File: src/rtl/des_round_engine.sv
// Iterative DES core: one Feistel round per clock, 16 rounds, valid/ready on both sides.
// Define DES_KEY_PARITY_EN to add per-byte odd-parity checking of the key and the key_err port.

module des_sbox #(
  parameter int IDX = 0
) (
  input  logic [5:0] x,
  output logic [3:0] y
);
  // S1..S8, row-major (row*16+col), entry 0 in the top nibble
  localparam logic [2047:0] ALL = {
    256'hE4D12FB83A6C5907_0F74E2D1A6CB9538_41E8D62BFC973A50_FC8249175B3EA06D,
    256'hF18E6B34972DC05A_3D47F28EC01A69B5_0E7BA4D158C6932F_D8A13F42B67C05E9,
    256'hA09E63F51DC7B428_D709346A285ECBF1_D6498F30B12C5AE7_1AD069874FE3B52C,
    256'h7DE3069A1285BC4F_D8B56F03472C1AE9_A690CB7DF13E5284_3F06A1D8945BC72E,
    256'h2C417AB6853FD0E9_EB2C47D150FA3986_421BAD78F9C5630E_B8C71E2D6F09A453,
    256'hC1AF92680D34E75B_AF427C9561DE0B38_9EF528C3704A1DB6_432C95FABE17608D,
    256'h4B2EF08D3C975A61_D0B7491AE35C2F86_14BDC37EAF680592_6BD814A7950FE23C,
    256'hD2846FB1A93E50C7_1FD8A374C56B0E92_7B419CE206ADF358_21E74A8DFC90356B};
  localparam logic [255:0] TBL = ALL[(7-IDX)*256 +: 256];

  logic [5:0] idx;
  assign idx = {x[5], x[0], x[4:1]};
  assign y   = TBL[{~idx, 2'b00} +: 4];
endmodule

module des_round_engine #(
  parameter int ROUNDS = 16
) (
  input  logic        clk,
  input  logic        rst,
  input  logic        in_valid,
  output logic        in_ready,
  input  logic        mode,
  input  logic [63:0] key,
  input  logic [63:0] din,
  output logic        out_valid,
  input  logic        out_ready,
  output logic [63:0] dout,
`ifdef DES_KEY_PARITY_EN
  output logic        key_err,
`endif
  output logic        busy
);
  localparam logic [1:0] S_IDLE = 2'd0, S_ROUND = 2'd1, S_DONE = 2'd2;

  localparam int IP_T [64] = '{58,50,42,34,26,18,10,2, 60,52,44,36,28,20,12,4,
                               62,54,46,38,30,22,14,6, 64,56,48,40,32,24,16,8,
                               57,49,41,33,25,17,9,1,  59,51,43,35,27,19,11,3,
                               61,53,45,37,29,21,13,5, 63,55,47,39,31,23,15,7};
  localparam int FP_T [64] = '{40,8,48,16,56,24,64,32, 39,7,47,15,55,23,63,31,
                               38,6,46,14,54,22,62,30, 37,5,45,13,53,21,61,29,
                               36,4,44,12,52,20,60,28, 35,3,43,11,51,19,59,27,
                               34,2,42,10,50,18,58,26, 33,1,41,9,49,17,57,25};
  localparam int E_T [48]  = '{32,1,2,3,4,5, 4,5,6,7,8,9, 8,9,10,11,12,13, 12,13,14,15,16,17,
                               16,17,18,19,20,21, 20,21,22,23,24,25, 24,25,26,27,28,29, 28,29,30,31,32,1};
  localparam int P_T [32]  = '{16,7,20,21,29,12,28,17, 1,15,23,26,5,18,31,10,
                               2,8,24,14,32,27,3,9,    19,13,30,6,22,11,4,25};
  localparam int PC1_T [56] = '{57,49,41,33,25,17,9, 1,58,50,42,34,26,18, 10,2,59,51,43,35,27,
                                19,11,3,60,52,44,36, 63,55,47,39,31,23,15, 7,62,54,46,38,30,22,
                                14,6,61,53,45,37,29, 21,13,5,28,20,12,4};
  localparam int PC2_T [48] = '{14,17,11,24,1,5, 3,28,15,6,21,10, 23,19,12,4,26,8, 16,7,27,20,13,2,
                                41,52,31,37,47,55, 30,40,51,45,33,48, 44,49,39,56,34,53, 46,42,50,36,29,32};

  logic [1:0]  state;
  logic [3:0]  cnt;
  logic        dec;
  logic [31:0] l, r, rn, s_w, f_w;
  logic [27:0] c, d;
  logic [55:0] pc1_w, cd_n;
  logic [47:0] e_w, k_w, x_w;
  logic [63:0] ip_w, fp_w, pre_fp;
  logic [1:0]  sh;
  logic        one_sh, last;

  function automatic logic [27:0] rot(input logic [27:0] v, input logic [1:0] n, input logic right);
    case ({right, n})
      3'b001:  rot = {v[26:0], v[27]};
      3'b010:  rot = {v[25:0], v[27:26]};
      3'b101:  rot = {v[0], v[27:1]};
      3'b110:  rot = {v[1:0], v[27:2]};
      default: rot = v;
    endcase
  endfunction

  // Decrypt walks the schedule backwards: no shift on round 1, then right rotations
  assign one_sh = (cnt == 4'd1) || (cnt == 4'd8) || (cnt == 4'd15) || (!dec && cnt == 4'd0);
  assign sh     = (dec && cnt == 4'd0) ? 2'd0 : (one_sh ? 2'd1 : 2'd2);
  assign cd_n   = {rot(c, sh, dec), rot(d, sh, dec)};
  assign x_w    = e_w ^ k_w;
  assign rn     = l ^ f_w;
  assign pre_fp = {rn, r};
  assign last   = (cnt == 4'(ROUNDS - 1));

  for (genvar i = 0; i < 64; i++) begin : g_ip_fp
    assign ip_w[63-i] = din[64-IP_T[i]];
    assign fp_w[63-i] = pre_fp[64-FP_T[i]];
  end
  for (genvar i = 0; i < 56; i++) begin : g_pc1
    assign pc1_w[55-i] = key[64-PC1_T[i]];
  end
  for (genvar i = 0; i < 48; i++) begin : g_e_pc2
    assign e_w[47-i] = r[32-E_T[i]];
    assign k_w[47-i] = cd_n[56-PC2_T[i]];
  end
  for (genvar i = 0; i < 8; i++) begin : g_sbox
    des_sbox #(.IDX(i)) u_sbox (.x(x_w[47-6*i -: 6]), .y(s_w[31-4*i -: 4]));
  end
  for (genvar i = 0; i < 32; i++) begin : g_p
    assign f_w[31-i] = s_w[32-P_T[i]];
  end

`ifdef DES_KEY_PARITY_EN
  logic       par_bad;
  logic [7:0] byte_odd;
  for (genvar i = 0; i < 8; i++) begin : g_par
    assign byte_odd[i] = ^key[8*i +: 8];
  end
`else
  logic unused_par;
  assign unused_par = ^{key[56], key[48], key[40], key[32], key[24], key[16], key[8], key[0]};
`endif

  assign in_ready = (state == S_IDLE);
  assign busy     = (state != S_IDLE);

  always_ff @(posedge clk) begin
    if (rst) begin
      state     <= S_IDLE;
      cnt       <= 4'd0;
      dec       <= 1'b0;
      l         <= '0;
      r         <= '0;
      c         <= '0;
      d         <= '0;
      out_valid <= 1'b0;
      dout      <= '0;
`ifdef DES_KEY_PARITY_EN
      par_bad   <= 1'b0;
      key_err   <= 1'b0;
`endif
    end else begin
      case (state)
        S_IDLE: if (in_valid) begin
          {l, r}  <= ip_w;
          {c, d}  <= pc1_w;
          dec     <= mode;
          cnt     <= 4'd0;
`ifdef DES_KEY_PARITY_EN
          par_bad <= ~&byte_odd;
`endif
          state   <= S_ROUND;
        end
        S_ROUND: begin
          l      <= r;
          r      <= rn;
          {c, d} <= cd_n;
          cnt    <= cnt + 4'd1;
          if (last) begin
`ifdef DES_KEY_PARITY_EN
            dout    <= par_bad ? 64'd0 : fp_w;
            key_err <= par_bad;
`else
            dout    <= fp_w;
`endif
            out_valid <= 1'b1;
            state     <= S_DONE;
          end
        end
        S_DONE: if (out_ready) begin
          out_valid <= 1'b0;
`ifdef DES_KEY_PARITY_EN
          key_err   <= 1'b0;
`endif
          state     <= S_IDLE;
        end
        default: state <= S_IDLE;
      endcase
    end
  end
endmodule

File: config.mk
export PLATFORM = sky130hd
export DESIGN_NAME = des_round_engine
export DESIGN_NICKNAME = d
export VERILOG_FILES = /design/src/rtl/des_round_engine.sv
export SDC_FILE = /design/constraint.sdc
export NUM_CORES = 1
export LEC_CHECK = 0
export ABC_CLOCK_PERIOD_IN_PS = 4100
export BUFFER_PORTS_ARGS = -buffer_cell sky130_fd_sc_hd__buf_2
export CAP_MARGIN = 10
export CELL_PAD_IN_SITES_DETAIL_PLACEMENT = 2
export CELL_PAD_IN_SITES_GLOBAL_PLACEMENT = 2
export CORE_UTILIZATION = 32
export CTS_CLUSTER_DIAMETER = 40
export CTS_CLUSTER_SIZE = 40
export DETAILED_ROUTE_END_ITERATION = 8
export GPL_TIMING_DRIVEN = 0
export PLACE_DENSITY_LB_ADDON = 0.1
export SKIP_CTS_REPAIR_TIMING = 1
export SYNTH_ARGS = -nofsm -noshare
export SYNTH_HDL_FRONTEND = slang
export SYNTH_HIERARCHICAL = 1
export SYNTH_SLANG_ARGS = --single-unit
File: constraint.sdc
create_clock -name clk -period 4.1 [get_ports clk]
set_input_delay 0.205 -clock clk [delete_from_list [all_inputs] [get_ports clk]]
set_output_delay 0.205 -clock clk [all_outputs]
set_load 0.05 [all_outputs]
==> impl_metrics.json <==
{
  "cts.reportedPaths.clkPinSlew_ns": 0.09,
  "residual_drc": 0,
  "crit_fanout": 8,
  "die_y_um": 228,
  "ioPinCount": 200,
  "violations": "negative hold slack, negative setup slack",
  "postRouteAntennaNets": 0,
  "fin_crit_ns": 4.70,
  "rr_worst_depth": 18,
  "max-clock-path-buffers": 2,
  "cts-buffers-inserted": 17,
  "setup_violation_total_in_the_final_timing_report": 59,
  "r2r-start": "cnt[0]",
  "power.density_cell_area_nw_per_um2": 578,
  "hpwlAfterDp_mm": 72.1,
  "synth.net_count": 2318,
  "final_number_of_max_transition_violations": 0,
  "avgRoutedWirePerCell_um": 31.8,
  "worstSetupStartpoint": "cnt[0]",
  "cp.required_ns": 4.50,
  "initialDrtViolationCount": 1645,
  "max-slew-margin-rel_pct": 16.4,
  "worstSetupEndpointType": "flop",
  "grt_antenna_before_repair": 4,
  "rows": 82,
  "ys_ff_latch": 192,
  "post-route-cell-area_um2": 23400,
  "number_of_enable_flip_flop_cells_after_synthesis": 0,
  "worst_hold_path_startpoint": "key[9]",
  "synthesis.area_per_instance_um2": 7.72,
  "fillerInstances": 5513,
  "timing.clock.skew_ns": 0.0184,
  "initial_utilization_pct": 32.6,
  "totalWireLength_mm": 102,
  "synth.top_cells.by_area": "sky130_fd_sc_hd__dfxtp_1, sky130_fd_sc_hd__a21oi_1, sky130_fd_sc_hd__nand2_1",
  "yosys.cell_types.count": 109,
  "post-synth-top-area-cell": "sky130_fd_sc_hd__dfxtp_1",
  "vias_per_cell": 6.28,
  "worstSetupStartpointType": "flop",
  "fin_nets": 2729,
  "synth.yosys.seq_area_share_pct": 23.5,
  "hold-worst-slack_ns": -0.0272,
  "post-place-ws_ns": -1.82,
  "grt_max_degree": 22,
  "synth.yosys.warnings": 6,
  "via_count_of_the_first_global_routing_pass": 19500,
  "clock-root-buffer": "sky130_fd_sc_hd__clkbuf_16",
  "max_cap_viol_count": 0,
  "worst_vdd_rail_ir_drop_mv": 0.298,
  "leakagePower_nw": 9.00,
  "worstSkewPairLatency_ns": 0.52,
  "worst_hold_path.num_cells": 3,
  "report.final.hold_viol_count": 7,
  "critical_path_type": "reg -> reg",
  "final_core_util_pct": 46.5,
  "layout.cells.most_common_list": "sky130_fd_sc_hd__buf_2, sky130_fd_sc_hd__nand2_1, sky130_fd_sc_hd__dfxtp_1",
  "clkSinkCount": 192,
  "areaGrowthSynthToFinish_pct": 43.0,
  "drt_pass1_iterations": 7,
  "ctsHtreeMaxLevel": 4,
  "rsz0062_at_grt": "yes",
  "period_share_pct": 115,
  "setup_slack_ns": -0.601,
  "fp.dieArea_um2": 52100,
  "final_common_cell": "sky130_fd_sc_hd__buf_2",
  "ys_async_sr_fraction_pct": 0,
  "synth_area_um2": 16400,
  "worstHoldPathType": "in -> reg",
  "detailed_place.area_um2": 18300,
  "status": "finished with violations",
  "yosys.area.top_type_share_pct": 23.5,
  "floorplan.die.width_um": 228,
  "synth-main-ff-cell": "sky130_fd_sc_hd__dfxtp_1",
  "clock_tree_from_tritoncts": "done",
  "fmax_mhz": 213,
  "gr-usage-all-layers_pct": 35.2,
  "worst-endpoint-arrival_ns": 5.11,
  "drive_above_1_share_pct": 35.7,
  "fp.coreArea_um2": 50300,
  "grt_remaining_overflow": 0,
  "post_synthesis_instance_total": 2119,
  "grt_pass1_wl_mm": 135,
  "place.port_buffers": 190,
  "vias_post_dr": 20200,
  "gp_congestion": 0.955,
  "tightestPinTransition_ns": 1.25
}
[registers in the layout (all words and copies together) (netlist names)]
register and count:
d 28, l 32, out_valid 1, state 2, cnt 4, dec 1
dout 64, r 32, c 28
[final timing paths]
path,end,slack (ns)
setup / recovery,r[15],-0.60
hold / removal,d[26],-0.03
setup reg to reg,r[15],-0.60
hold reg to reg,dout[63],0.46
[metal layers]
layer	wire length (um)	up-vias	GRT usage, %
met1	41300	10300	45.1
met3	7260	292	5.94
li1	-	8628	-
met2	47400	1009	57.2
met4	6340	2	16.9
met5	13	-	0
[stage by stage]
stage                TNS, ns  hold slack, ns  power, mW  instances
floorplan           -0.00607           0.341       6.36       2119
global placement      -77.03           0.441       8.29       2981
detailed placement    -82.66           0.452       8.45       2981
CTS                   -85.09         -0.0851       10.4       3013
global route          -22.00         0.00464       14.0       3218
finish                -17.23         -0.0272       13.5       3218
[report_power, final]
group | leakage, nW | switching, mW | total (mW) | internal (mW)
registers | 1.58 | 0.319 | 2.32 | 2.00
clock network | 0.315 | 1.03 | 1.99 | 0.956
logic | 7.11 | 5.22 | 9.22 | 4.00
[critical path, stage by stage, from the launching register on]
cell and delay (ns):
sky130_fd_sc_hd__dfxtp_4 0.44, sky130_fd_sc_hd__ha_1 0.21, sky130_fd_sc_hd__nor2b_4 0.22, sky130_fd_sc_hd__o21bai_4 0.15, sky130_fd_sc_hd__buf_4 0.17, sky130_fd_sc_hd__buf_8 0.13, sky130_fd_sc_hd__a21oi_1 0.16, sky130_fd_sc_hd__a21oi_1 0.08
sky130_fd_sc_hd__o22a_2 0.34, sky130_fd_sc_hd__xnor2_4 0.26, sky130_fd_sc_hd__buf_6 0.17, sky130_fd_sc_hd__clkinvlp_4 0.17, sky130_fd_sc_hd__ha_4 0.38, sky130_fd_sc_hd__inv_4 0.04, sky130_fd_sc_hd__a21o_1 0.14, sky130_fd_sc_hd__mux4_2 0.43
sky130_fd_sc_hd__a221o_2 0.48, sky130_fd_sc_hd__xnor2_4 0.21, sky130_fd_sc_hd__a2111oi_4 0.36
[logic make-up after synthesis]
family,synth area share (%)
xor+xnor,5.62
fa+ha+maj,5.05
mux,5.48
compound gates,31.5
flops,23.5
buf+inv,8.90
simple gates,20.0
[synthesized netlist by cell type, types with 42 or more instances]
library cell,n
sky130_fd_sc_hd__a211oi_1,55
sky130_fd_sc_hd__a21oi_1,173
sky130_fd_sc_hd__buf_2,55
sky130_fd_sc_hd__clkbuf_1,100
sky130_fd_sc_hd__dfxtp_1,192
sky130_fd_sc_hd__ha_1,66
sky130_fd_sc_hd__inv_1,59
sky130_fd_sc_hd__nand2_1,227
sky130_fd_sc_hd__nand2b_1,45
sky130_fd_sc_hd__nor2_1,190
sky130_fd_sc_hd__nor3_1,68
sky130_fd_sc_hd__o21ai_0,68
sky130_fd_sc_hd__o22ai_1,42
sky130_fd_sc_hd__xnor2_1,66
[area by class of cell]
type	instances	area, um2	area share [%]
Multi-Input combinational cell	1639	13400	57.5
Antenna cell	3	7.51	0.0321
Inverter	68	313	1.34
Buffer	220	1520	6.51
Clock inverter	15	238	1.02
Timing Repair Buffer	392	2760	11.8
Sequential cell	192	3850	16.5
Tap cell	672	841	3.59
Clock buffer	17	425	1.82
Note: power is estimated with default switching activity, not from simulation.
